File: config.mk
export PLATFORM = sky130hd
export DESIGN_NAME = inverse_gamma_stream_flat
export DESIGN_NICKNAME = d
export VERILOG_FILES = /design/src/rtl/inverse_gamma_stream_if.sv /design/src/rtl/inverse_gamma_stream.sv /design/src/flat_wrapper.sv
export SDC_FILE = /design/constraint.sdc
export NUM_CORES = 1
export LEC_CHECK = 0
export ABC_AREA = 1
export CAP_MARGIN = 25
export CORE_MARGIN = 3
export CORE_UTILIZATION = 65
export DETAILED_ROUTE_END_ITERATION = 10
export GPL_ROUTABILITY_DRIVEN = 0
export PLACE_DENSITY_LB_ADDON = 0.1
export SLEW_MARGIN = 0
export SYNTH_ARGS = -nofsm -noshare
export SYNTH_HDL_FRONTEND = slang
export SYNTH_SLANG_ARGS = --single-unit
File: constraint.sdc
create_clock -name clk -period 6.8 [get_ports clk]
set_input_delay 0.68 -clock clk [delete_from_list [all_inputs] [get_ports clk]]
set_output_delay 0.68 -clock clk [all_outputs]
set_load 0.1 [all_outputs]
File: src/rtl/inverse_gamma_stream_if.sv
// Valid/ready pixel stream bundle used on both sides of the inverse-gamma unit.
// The master drives data and markers; the slave returns ready.
interface inverse_gamma_stream_if #(
  parameter int CHANNELS = 3
);
  logic [8*CHANNELS-1:0] tdata;
  logic                  tvalid;
  logic                  tready;
  logic                  tuser;
  logic                  tlast;

  modport master (output tdata, output tvalid, output tuser, output tlast, input tready);
  modport slave  (input tdata, input tvalid, input tuser, input tlast, output tready);
endinterface

File: src/rtl/inverse_gamma_stream.sv
// Streaming inverse-gamma (gamma 2.0) linearisation, three register stages.
// S1 holds the squared channels, S2 holds the rounded quotient, S3 drives the
// output stream. One global enable advances or freezes the whole pipe, so a
// stall holds up to three beats. tuser, tlast and bypass travel with each beat.
module inverse_gamma_stream #(
  parameter int CHANNELS = 3
) (
  input  logic                   clk,
  input  logic                   rst,
  inverse_gamma_stream_if.slave  s,
  inverse_gamma_stream_if.master m,
  input  logic                   bypass,
  output logic [23:0]            pix_count
);

  localparam int W = 8 * CHANNELS;

  logic          en;

  logic          v1_q, v2_q, v3_q;
  logic          user1_q, user2_q, user3_q;
  logic          last1_q, last2_q, last3_q;
  logic          byp1_q, byp2_q;
  logic [W-1:0]  raw1_q, raw2_q;
  logic [15:0]   prod_q [CHANNELS];
  logic [15:0]   prod_d [CHANNELS];
  logic [7:0]    quot_q [CHANNELS];
  logic [7:0]    quot_d [CHANNELS];
  logic [W-1:0]  data3_q, data3_d;
  logic [23:0]   cnt_q, cnt_d;

  assign en       = !v3_q || m.tready;
  assign s.tready = en && !rst;

  assign m.tvalid = v3_q;
  assign m.tdata  = data3_q;
  assign m.tuser  = user3_q;
  assign m.tlast  = last3_q;
  assign pix_count = cnt_q;

  // Per-channel arithmetic feeding each stage: square, round-divide by 255, bypass select
  always_comb begin
    logic [15:0] q;
    q       = '0;
    data3_d = '0;
    for (int c = 0; c < CHANNELS; c++) begin
      prod_d[c] = 16'(s.tdata[8*c +: 8]) * 16'(s.tdata[8*c +: 8]);
      q         = prod_q[c] + 16'd128;
      quot_d[c] = 8'((q + (q >> 8)) >> 8);
      data3_d[8*c +: 8] = byp2_q ? raw2_q[8*c +: 8] : quot_q[c];
    end
  end

  // Pipeline registers; all stages load together when enabled so bubbles move with the data
  always_ff @(posedge clk) begin
    if (rst) begin
      v1_q    <= 1'b0;
      v2_q    <= 1'b0;
      v3_q    <= 1'b0;
      user1_q <= 1'b0;
      user2_q <= 1'b0;
      user3_q <= 1'b0;
      last1_q <= 1'b0;
      last2_q <= 1'b0;
      last3_q <= 1'b0;
      byp1_q  <= 1'b0;
      byp2_q  <= 1'b0;
      raw1_q  <= '0;
      raw2_q  <= '0;
      data3_q <= '0;
      for (int c = 0; c < CHANNELS; c++) begin
        prod_q[c] <= '0;
        quot_q[c] <= '0;
      end
    end else if (en) begin
      v1_q    <= s.tvalid && s.tready;
      user1_q <= s.tuser;
      last1_q <= s.tlast;
      byp1_q  <= bypass;
      raw1_q  <= s.tdata;

      v2_q    <= v1_q;
      user2_q <= user1_q;
      last2_q <= last1_q;
      byp2_q  <= byp1_q;
      raw2_q  <= raw1_q;

      v3_q    <= v2_q;
      user3_q <= user2_q;
      last3_q <= last2_q;
      data3_q <= data3_d;

      for (int c = 0; c < CHANNELS; c++) begin
        prod_q[c] <= prod_d[c];
        quot_q[c] <= quot_d[c];
      end
    end
  end

  // Next pixel count: restart at 1 on a start-of-frame beat, otherwise count up and saturate
  always_comb begin
    cnt_d = cnt_q;
    if (v3_q && m.tready) begin
      if (user3_q) begin
        cnt_d = 24'd1;
      end else if (cnt_q != 24'hFFFFFF) begin
        cnt_d = cnt_q + 24'd1;
      end
    end
  end

  // Pixel count register
  always_ff @(posedge clk) begin
    if (rst) begin
      cnt_q <= '0;
    end else begin
      cnt_q <= cnt_d;
    end
  end

endmodule

File: src/flat_wrapper.sv
// flat-port wrapper written by rule: the top's interface ports become plain ports
module inverse_gamma_stream_flat 
#(
  parameter int CHANNELS = 3
)
  (clk, rst, bypass, pix_count, s_tdata, s_tvalid, s_tuser, s_tlast, s_tready, m_tdata, m_tvalid, m_tuser, m_tlast, m_tready);
  inverse_gamma_stream_if #(.CHANNELS(CHANNELS)) s_i ();
  inverse_gamma_stream_if #(.CHANNELS(CHANNELS)) m_i ();
  input  logic clk;
  input  logic rst;
  input  logic bypass;
  output logic [23:0] pix_count;
  input wire logic [$bits(s_i.tdata)-1:0] s_tdata;
  input wire logic [$bits(s_i.tvalid)-1:0] s_tvalid;
  input wire logic [$bits(s_i.tuser)-1:0] s_tuser;
  input wire logic [$bits(s_i.tlast)-1:0] s_tlast;
  output wire logic [$bits(s_i.tready)-1:0] s_tready;
  output wire logic [$bits(m_i.tdata)-1:0] m_tdata;
  output wire logic [$bits(m_i.tvalid)-1:0] m_tvalid;
  output wire logic [$bits(m_i.tuser)-1:0] m_tuser;
  output wire logic [$bits(m_i.tlast)-1:0] m_tlast;
  input wire logic [$bits(m_i.tready)-1:0] m_tready;
  assign s_i.tdata = s_tdata;
  assign s_i.tvalid = s_tvalid;
  assign s_i.tuser = s_tuser;
  assign s_i.tlast = s_tlast;
  assign s_tready = s_i.tready;
  assign m_tdata = m_i.tdata;
  assign m_tvalid = m_i.tvalid;
  assign m_tuser = m_i.tuser;
  assign m_tlast = m_i.tlast;
  assign m_i.tready = m_tready;
  inverse_gamma_stream #(.CHANNELS(CHANNELS)) u_core (.clk(clk), .rst(rst), .s(s_i), .m(m_i), .bypass(bypass), .pix_count(pix_count));
endmodule
## Word-level counts from Yosys, hierarchy flattened

Memory sizes are Yosys's and may differ from the RTL's.
Cells that the tools add are included.

| cells by class | value |
|---|---|
| equality and inequality tests | 1 |
| add/subtract/negate cells | 7 |
| reduce and logical (&&, ||, !) cells | 8 |
| multipliers | 3 |
| multiplexer cells | 16 |
| bitwise logic cells | 6 |

Operators by type and width:

| operator | number |
|---|---|
| $add 16x8->16 | 3 |
| $add 16x8->16 const B | 3 |
| $mul 8x8->16 | 3 |
| $mux 16 | 3 |
| $mux 24 | 2 |
| $mux 8 | 6 |
| $add 24x1->24 const B | 1 |
| $ne 24x24->1 const B | 1 |
| $or 1x1->1 | 6 |
| $mux 1 | 5 |
| $logic_and 1x1->1 | 3 |
| $logic_not 1->1 | 2 |
| $reduce_and 2->1 | 1 |
| $reduce_bool 2->1 | 1 |
| $logic_or 1x1->1 | 1 |

| word-level totals | value |
|---|---|
| output and inout bits | 52 |
| bits of input ports | 31 |
| memories | 2 |
| memory bits (writable) | 72 |
| flip-flop bits (word level) | 107 |

Memory list:

| name | words | width | read ports | clocked after Yosys merged registers in | write ports | line | RTL |
|---|---|---|---|---|---|---|---|
| u_core.prod_q | 3 | 16 | 3 | 0 | 3 | inverse_gamma_stream.sv:25 | `logic [15:0] prod_q [CHANNELS];` |
| u_core.quot_q | 3 | 8 | 3 | 0 | 3 | inverse_gamma_stream.sv:27 | `logic [7:0] quot_q [CHANNELS];` |

## Depth between registers and ports, before layout

Gate-level depths: netlist of the first run.

| logic depth | value |
|---|---|
| depth in word-level cells | 6 |
| depth in mapped cells | 19 |
| mapped depth without buffers | 19 |

## Worst setup path before layout of the first run

No wires, ideal clock.

| timing | value |
|---|---|
| path kind | input to register |
| start point | input s_tdata[5] |
| end point | memory u_core.prod_q[0][11] (data pin) |
| path buffers | 1 |
| data arrival time | 4,218 ps |
| data required time | 6,547 ps |
| setup time | 253 ps |
| path slack | 2,330 ps |
| stages | 15 |
| cells stage by stage | clkbuf_1 nand2_1 inv_1 fa_1 fa_1 inv_1 fa_1 fa_1 inv_1 ha_1 a21oi_1 a21boi_0 o21ai_0 nor2_1 nor2_1 |

RTL lines:

| element | line | RTL |
|---|---|---|
| start, declared | flat_wrapper.sv:13 | `input wire logic [$bits(s_i.tdata)-1:0] s_tdata;` |
| end, declared | inverse_gamma_stream.sv:25 |  |

==> results.yml, run 1 <==
floorplanning:
  initial_core_util_pct: 66.70
  die_area_um2: 22740
  coreArea_um2: 20430
  fp.dieW_um: 150.8
  die_height_um: 150.8
  pin_count: 83
  rows: 52
logic_synthesis:
  synthDistinctLibCells: 36
  synth_top_area_share_pct: 15.72
  syn_area_per_cell_um2: 7.318
  yosysTopAreaCell: "dfxtp_1"
  seq_area_frac_synth_pct: 30.92
  ys_warn_count: 0
  synth.area.top_cells: "dfxtp_1 16%, edfxtp_1 15%, nand2_1 11%, fa_1 11%, inv_1 11%"
  synth_nets: 2078
  syn_inst: 1862
  synth_area_um2: 13630
  ys_ff_latch: 176
final_layout:
  fillers: 1669
  antenna_cells: 0
  area_growth_syn_to_layout_pct: 11.25
  drive_above_1_share_pct: 2.967
  fin_util_pct: 74.20
  nNetsFinal: 2124
drt:
  wirelength_um: 30050
  num_vias: 11666
  firstDrtPassIters: 5
  wl_per_cell_um: 13.72
  drt_iter0_markers: 849
  remaining_drc_errors: 0
  viasPerCell: 5.325
  antenna_left: 0
worst_setup_path:
  crit_type: "input port to flip-flop"
  required_ns: 6.99
  end_kind: "flip-flop"
  setup.worst_path.start_class: "input port"
  reg2reg_slack_ns: 3.94
  crit_arrival_ns: 5.01
  r2r-start: "u_core.prod_q[0][7]"
  startpoint: "s_tdata[5]"
  worstPathMaxFanout: 11
timing:
  maxSlewViolCount: 0
  fin_crit_ns: 4.819
  fin_skew_ns: 0.008250
  finalSetupViolCount: 0
  tightest_slew_ns: 1.055
  max_freq_mhz: 207.5
  finalSetupTns_ns: 0
  finalCritPeriodShare_pct: 70.86
  rsz0062_at_grt: "no"
  maxSlewHeadroom_pct: 29.42
  setup_ws_ns: 1.981
  fin_hold_ws_ns: 0.4655
  hold_viol_final: 0
clock_network:
  post_cts_buffers: 0
  clk_latency_ns: 0.43
  cts-root-buf: "clkbuf_16"
  numCtsBuffers: 17
  clkTransAtPathRegs_ns: 0.07
  cts-resized-gates: 0
  tritoncts: "yes"
  h-tree-depth: 4
  clockBufferDepth: 2
  hold_buffers: 0
  cts_sinks: 176
global_route:
  gr-usage-all-layers_pct: 27.49
  grt_pass1_vias: 11142
  grt_antenna_before_repair: 0
  grt_max_degree: 79
  grt_pass1_wl_um: 51070
  globalRouteOverflowTotal: 0
worst_hold_path:
  hp-class: "flip-flop to flip-flop"
  min_from: "u_core.raw1_q[5]"
power_and_ir_drop:
  ir_drop_mv: 0.1644
  fin_total_pwr_w: 0.004245
  p_per_area_nw_per_um2: 280.0
  p_leak_nw: 7.643
job:
  cap_violations: 0
placed_design:
  hpwl_um: 23060
  portBuffers: 82
  post-place-ws_ns: 1.551
run_status:
  status: "finished, final reports clean"
-- cell families after synthesis --
logic type	synth area share (%)
AO/OA/AOI/OAI	10.45
AND/OR/NAND/NOR	23.19
buffers and inverters	12.63
adder cells (fa/ha/maj)	21.12
XOR/XNOR	1.607
multiplexers	0.07346
flip-flops	30.92
-- layout make-up --
| cell class | instances | area (µm²) | share of cell area, % |
|---|---|---|---|
| inverter | 389 | 1460 | 9.632 |
| multi-input combinational | 1236 | 7706 | 50.83 |
| clock inverter | 11 | 92.59 | 0.6108 |
| timing repair buffer | 88 | 865.8 | 5.711 |
| clock buffer | 21 | 483.0 | 3.186 |
| tap | 270 | 337.8 | 2.228 |
| sequential | 176 | 4214 | 27.80 |
-- final timing paths --
kind,to,cells past startpoint
worst max-delay path,u_core.prod_q[0][11],15
worst min-delay path,u_core.raw2_q[5],2
worst max register to register,u_core.quot_q[0][4],15
worst min register to register,u_core.raw2_q[5],2
-- Yosys cell counts (all sizes together) --
master	number
nand3b	3
a21oi	79
edfxtp	69
ha	110
clkbuf	48
o22ai	44
a21boi	7
a21o	2
nand3	115
clkinv	1
nand4	23
buf	13
nor3	16
inv	388
or2	2
xor2	15
and2	1
o21ai	122
dfxtp	107
mux2i	1
fa	75
nor2	195
xnor2	10
o21bai	6
nand2	407
nor3b	1
o21a	2
-- critical path, stage by stage --
cell	delay, ns
clkdlybuf4s50_1	0.77
nand2_1	0.10
inv_1	0.12
fa_1	0.45
fa_1	0.55
inv_1	0.06
fa_1	0.50
fa_1	0.54
inv_1	0.04
ha_1	0.33
a21oi_1	0.21
a21boi_0	0.34
o21ai_0	0.17
nor2_1	0.11
nor2_1	0.05
-- cell usage in the layout, fill, tap and decap left out, types with 16 or more instances in the layout --
cell type,n
nand3_1,114
clkdlybuf4s50_1,82
fa_1,75
ha_1,110
edfxtp_1,69
o21ai_0,122
inv_1,386
o22ai_1,44
nand4_1,23
dfxtp_1,107
nand2_1,404
nor2_1,186
nor3_1,16
clkbuf_16,19
a21oi_1,75
-- report_power, final --
part / internal [W] / leakage (nW) / switching (W)
Combinational: 0.000643 / 5.67 / 0.00126
Clock: 0.000522 / 0.287 / 0.000432
Sequential: 0.00128 / 1.69 / 0.0000980
-- state kept, by name, summed over array words and instances, names as in the netlist, 24 cells and up --
name,flops
u_core.quot_q,24
u_core.m.tdata,24
u_core.raw1_q,24
u_core.raw2_q,24
u_core.pix_count,24
u_core.prod_q,45
-- routing by layer --
metal	GRT usage, %	wire length [µm]	vias to the layer above
met4	6.709	499	0
li1	-	-	5943
met1	36.86	13250	5363
met2	47.29	14670	314
met5	0	0	-
met3	3.950	1633	46
-- per-stage QoR --
stage               cell area, µm²  instances
floorplan                    13630       1862
global placement             14580       2159
detailed placement           14580       2159
CTS                          15160       2191
global route                 15160       2191
finish                       15160       2191
Note: power is estimated with default switching activity, not from simulation.
==> inputs of run 2 (changes only) <==
--- a/config.mk
+++ b/config.mk
@@ -8,7 +8,7 @@
 export ABC_AREA = 1
 export CAP_MARGIN = 25
 export CORE_MARGIN = 3
-export CORE_UTILIZATION = 65
+export CORE_UTILIZATION = 55
 export DETAILED_ROUTE_END_ITERATION = 10
 export GPL_ROUTABILITY_DRIVEN = 0
 export PLACE_DENSITY_LB_ADDON = 0.1
==> constraint.sdc (replaced) <==
create_clock -name clk -period 4.1 [get_ports clk]
set_input_delay 0.41 -clock clk [delete_from_list [all_inputs] [get_ports clk]]
set_output_delay 0.41 -clock clk [all_outputs]
set_load 0.1 [all_outputs]
==> run 2 against run 1 <==
Effect of this change: sequential share of layout area is 2.2 points lower; worst setup slack worse by 1.8 ns; utilization is 5.3 points lower; final cell count is 7.9% higher; clock skew is 0.0016 ns higher; power is 86% higher; critical path type unchanged; largest power group unchanged.
==> results.yml, run 2 (synthesis results as in run 1) <==
worst_setup_path:
  cpMaxStageDelayCell: "fa_1"
  cp_cell_sequence: "clkdlybuf4s50_1 -> buf_4 -> nand2_1 -> fa_1 -> inv_1 -> fa_1 -> ha_1 -> inv_1 -> fa_1 -> inv_1 -> ha_1 -> buf_4 -> nand3_1 -> nand2_1 -> a21boi_4 -> o21ai_1 -> nor2_1 -> nor2_1"
  end_kind: "flip-flop"
  startpoint: "s_tdata[16]"
  crit_path_max_incr_delay_ns: 0.53
  crit_type: "input port to flip-flop"
  required_ns: 4.28
  reg2reg_slack_ns: 1.28
  cp_num_buf_inv: 6
  crit_family: "adder cells"
  r2r_cells: 16
  worstPathMaxFanout: 5
  rr_endpoint: "u_core.quot_q[0][22]"
  setup.worst_path.start_class: "input port"
  crit_arrival_ns: 4.05
  r2r-start: "u_core.prod_q[0][39]"
global_route:
  grt_antenna_before_repair: 0
  gr-usage-all-layers_pct: 23.77
  grt_pass1_vias: 11717
  globalRouteOverflowTotal: 0
  grt_pass1_wl_um: 52660
  grt_max_degree: 80
floorplanning:
  initial_core_util_pct: 57.03
  coreArea_um2: 23890
  die_height_um: 163.4
  fp.dieW_um: 163.4
  pin_count: 83
  die_area_um2: 26700
  rows: 56
placed_design:
  postPlaceCellArea_um2: 15590
  post-place-ws_ns: -0.5886
  dp_cells: 2331
  hpwl_um: 23500
  portBuffers: 82
run_status:
  status: "finished, final reports clean"
drt:
  wl_per_cell_um: 12.87
  wirelength_um: 30420
  firstDrtPassIters: 6
  num_vias: 12003
  viasPerCell: 5.077
  remaining_drc_errors: 0
  antenna_left: 0
  drt_iter0_markers: 692
timing:
  tightest_slew_ns: 1.015
  fin_crit_ns: 3.870
  hold_viol_final: 0
  max_freq_mhz: 258.4
  setup_ws_ns: 0.2300
  fin_hold_ws_ns: 0.4484
  finalSetupViolCount: 0
  maxSlewHeadroom_pct: 32.14
  maxSlewViolCount: 0
  fin_skew_ns: 0.009830
  finalCritPeriodShare_pct: 94.39
clock_network:
  tritoncts: "yes"
  h-tree-depth: 4
  clkTransAtPathRegs_ns: 0.07
  cts_sinks: 176
  numCtsBuffers: 17
  cts-root-buf: "clkbuf_16"
  hold_buffers: 0
  clockBufferDepth: 2
  clk_latency_ns: 0.43
worst_hold_path:
  min_from: "s_tdata[15]"
  hold-path-endpoint: "u_core.raw1_q[15]"
  whs_path_depth: 4
  hp-class: "input port to flip-flop"
final_layout:
  fin_cells: 2364
  final_cell_mix: "399 x nand2_1, 383 x inv_1, 183 x nor2_1"
  drive_above_1_share_pct: 11.00
  final_cell_area_um2: 16470
  nNetsFinal: 2248
  area_growth_syn_to_layout_pct: 20.84
  antenna_cells: 0
  largest_reg_flops: 45
  final_common_cell: "nand2_1"
  regMostFlops: "u_core.prod_q"
power_and_ir_drop:
  p_sw_share_pct: 40.65
  p_per_area_nw_per_um2: 478.9
  p_clk_share_pct: 21.0
  p_leak_nw: 8.407
  p_switching_w: 0.003206
  combPwrFrac_pct: 50.0
  ir_drop_mv: 0.3177
  seqPwrFrac_pct: 29.0
  p_int_w: 0.004680
job:
  cap_violations: 0
run 2: changes by cell type in the layout (fill, tap and decap cells not counted), sizes merged:
| cell | delta |
|---|---|
| clkbuf | +3 |
| buf | +125 |
| inv | -1 |
| dlygate4sd2 | +10 |
| clkinv | -1 |
| dlymetal6s2s | +11 |
| clkdlybuf4s50 | -23 |
run 2: area by class of cell:
class	instances	area, µm²
Multi-Input combinational cell	1236	7936
Fill cell	2016	7426
Sequential cell	176	4214
Timing Repair Buffer	212	1844
Inverter	389	1460
Clock buffer	23	533.0
Tap cell	319	399.1
Clock inverter	9	80.08
run 2: routing by layer:
| layer | vias up | share of wire [%] | routed length, µm | GRT usage (%) |
|---|---|---|---|---|
| li1 | 6201 | - | - | - |
| met1 | 5559 | 46 | 13980 | 31.53 |
| met2 | 222 | 49 | 14990 | 41.76 |
| met3 | 21 | 3.8 | 1168 | 2.942 |
| met4 | 0 | 0.92 | 281 | 5.306 |
| met5 | - | 0 | 0 | 0 |
run 2: how the worst max path moves through the flow:
stage / to / slack [ns] / cells after the start
after detailed placement: u_core.prod_q[0][43] / -0.59 / 16
final: u_core.prod_q[0][43] / 0.23 / 18
after global placement: u_core.prod_q[0][28] / -0.51 / 16
after floorplan: u_core.prod_q[0][11] / -0.005 / 15
after CTS: u_core.prod_q[0][42] / -0.004 / 17
after global routing: u_core.prod_q[0][30] / -0.003 / 18
run 2: through the flow:
| step | utilization [%] | TNS (ns) | power [W] |
|---|---|---|---|
| floorplan | - | -0.004772 | 0.004732 |
| global placement | 65.25 | -11.67 | 0.005793 |
| detailed placement | 65.25 | -13.56 | 0.005873 |
| CTS | 68.02 | -0.004153 | 0.007630 |
| global route | 68.92 | -0.003064 | 0.008554 |
| finish | 68.92 | 0 | 0.007886 |
run 2: what timing repair did:
item                                    4_1_cts  5_1_grt
setup buffers                                 0        1
gates resized for setup                      27       62
pin swaps                                     2       19
endpoints found under the setup margin       23       26
run 2: power by group through the flow:
stage          registers, W  logic [W]  clock network, W
5_1_grt             0.00232    0.00448           0.00175
3_5_place_dp        0.00232    0.00355                 0
4_1_cts             0.00229    0.00367           0.00168
3_3_place_gp        0.00232    0.00348                 0
6_report            0.00229    0.00394           0.00166
2_1_floorplan       0.00251    0.00222                 0
run 2: worst min-delay path: stages:
cell	delay, ns
clkbuf_2	0.15
buf_4	0.13
nand2_1	0.07
o21ai_0	0.07
==> inputs of run 3 (changes only) <==
--- a/config.mk
+++ b/config.mk
@@ -11,7 +11,9 @@
 export CORE_UTILIZATION = 55
 export DETAILED_ROUTE_END_ITERATION = 10
 export GPL_ROUTABILITY_DRIVEN = 0
+export HOLD_SLACK_MARGIN = 0.05
 export PLACE_DENSITY_LB_ADDON = 0.1
+export SKIP_CTS_REPAIR_TIMING = 1
 export SLEW_MARGIN = 0
 export SYNTH_ARGS = -nofsm -noshare
 export SYNTH_HDL_FRONTEND = slang
==> run 3 against run 2 <==
Effect of this change: worst hold slack got worse by 0.033 ns; non-clock buffer count fell by 1; register-to-register slack barely moved; highest routed layer unchanged; global-route usage fell by 0.081 points; clock power barely moved; largest power group unchanged; clock skew barely moved.
==> results.yml, run 3 (synthesis results as in run 1) <==
run_status:
  status: "finished, final reports clean"
worst_setup_path:
  rr_endpoint: "u_core.quot_q[0][22]"
  crit_type: "input port to flip-flop"
  endpoint: "u_core.prod_q[0][43]"
  worstPathMaxFanout: 5
  r2r-start: "u_core.prod_q[0][39]"
  end_kind: "flip-flop"
  setup.worst_path.start_class: "input port"
  reg2reg_slack_ns: 1.29
  r2r_cells: 16
  startpoint: "s_tdata[16]"
  crit_arrival_ns: 4.05
  required_ns: 4.28
timing:
  rsz0062_at_grt: "no"
  fin_hold_ws_ns: 0.4159
  fin_skew_ns: 0.01001
  finalSetupViolCount: 0
  finalCritPeriodShare_pct: 94.43
  hold_viol_final: 0
  max_freq_mhz: 258.3
  fin_crit_ns: 3.871
  tightest_slew_ns: 1.015
  maxSlewViolCount: 0
  maxSlewHeadroom_pct: 32.13
  finalSetupTns_ns: 0
job:
  cap_violations: 0
floorplanning:
  die_area_um2: 26700
  initial_core_util_pct: 57.03
  fp.dieW_um: 163.4
  coreArea_um2: 23890
  die_height_um: 163.4
  rows: 56
  pin_count: 83
final_layout:
  final_cell_mix: "398 x nand2_1, 382 x inv_1, 183 x nor2_1"
  antenna_cells: 0
  final_common_cell: "nand2_1"
  nNetsFinal: 2247
  regMostFlops: "u_core.prod_q"
  area_growth_syn_to_layout_pct: 21.12
  final_cell_area_um2: 16500
  drive_above_1_share_pct: 11.01
  largest_reg_flops: 45
global_route:
  grt_antenna_before_repair: 0
  grt_use_met2_pct: 41.53
  globalRouteOverflowTotal: 0
  grt_pass1_vias: 11681
  gr-usage-all-layers_pct: 23.69
  busiest_layer: "met2"
  grt_max_degree: 80
  grt_pass1_wl_um: 52500
  grt_use_met3_pct: 2.942
  grtUsageMet1_pct: 31.51
clock_network:
  cts-root-buf: "clkbuf_16"
  clk_latency_ns: 0.43
  h-tree-depth: 4
  clockBufferDepth: 2
  numCtsBuffers: 17
  cts_sinks: 176
  clkTransAtPathRegs_ns: 0.07
  tritoncts: "yes"
worst_hold_path:
  hp-class: "input port to flip-flop"
drt:
  wl_per_cell_um: 12.86
  viasPerCell: 5.087
  firstDrtPassIters: 5
  num_vias: 12020
  antenna_left: 0
  remaining_drc_errors: 0
  wirelength_um: 30390
  drt_iter0_markers: 694
power_and_ir_drop:
  p_leak_nw: 8.490
  ir_drop_mv: 0.3178
  p_per_area_nw_per_um2: 478.8
placed_design:
  portBuffers: 82
  postPlaceCellArea_um2: 15590
  hpwl_um: 23500
run 3: cell types whose count changed in the layout (fill, tap and decap cells not counted):
cell / previous run / this run
nand2_2: 6 / 7
buf_6: 4 / 3
nand2_1: 399 / 398
o21ai_2: 0 / 1
fa_1: 72 / 73
inv_2: 5 / 6
inv_1: 383 / 382
o21ai_0: 110 / 109
fa_2: 3 / 2
dlygate4sd2_1: 10 / 0
clkbuf_2: 1 / 0
dlymetal6s2s_1: 11 / 22
run 3: cell type report:
type,instances,area [µm²]
clock buffer,23,533.0
clock inverter,9,80.08
fill,1994,7388
inverter,389,1460
multi-input combinational,1236,7940
sequential,176,4214
tap,319,399.1
timing repair buffer,211,1878
run 3: critical path: stages:
cell and delay (ns):
clkdlybuf4s50_1 0.48, buf_4 0.13, nand2_1 0.09, fa_1 0.39
inv_1 0.07, fa_1 0.41, ha_1 0.29, inv_1 0.05
fa_1 0.53, inv_1 0.05, ha_1 0.32, buf_4 0.16
nand3_1 0.07, nand2_1 0.15, a21boi_4 0.20, o21ai_1 0.09
nor2_1 0.11, nor2_1 0.05
run 3: how the worst min path moves through the flow:
| stage | from | to | slack, ns | cells after the start |
|---|---|---|---|---|
| 6_report | s_tdata[4] | u_core.raw1_q[4] | 0.42 | 4 |
| 5_1_grt | s_tdata[4] | u_core.raw1_q[4] | 0.44 | 4 |
| 4_1_cts | u_core.raw1_q[5] | u_core.raw2_q[5] | 0.47 | 2 |
| 3_5_place_dp | u_core.raw1_q[7] | u_core.raw2_q[7] | 0.46 | 2 |
| 3_3_place_gp | u_core.raw1_q[3] | u_core.raw2_q[3] | 0.45 | 2 |
| 2_1_floorplan | u_core.byp1_q | u_core.byp2_q | 0.44 | 2 |
run 3: power by group:
| group | switching, W | internal, W |
|---|---|---|
| Combinational | 0.00234 | 0.00162 |
| Sequential | 0.000157 | 0.00213 |
| Clock | 0.000714 | 0.000941 |
| Total | 0.00321 | 0.00469 |
run 3: per-layer routing:
| metal | vias up | wire (µm) |
|---|---|---|
| li1 | 6207 | - |
| met1 | 5554 | 13970 |
| met2 | 234 | 14960 |
| met3 | 25 | 1133 |
| met4 | 0 | 330 |
| met5 | - | 0 |
run 3: through the flow:
step | worst slack (ns) | total power (W) | std cells | utilization, %
final | 0.2285 | 0.007902 | 2363 | 69.08
after global routing | 0.008523 | 0.008560 | 2363 | 69.08
after CTS | -0.1529 | 0.007546 | 2363 | 67.82
after detailed placement | -0.5886 | 0.005873 | 2331 | 65.25
after global placement | -0.5102 | 0.005793 | 2331 | 65.25
after floorplan | -0.004772 | 0.004732 | 1862 | -
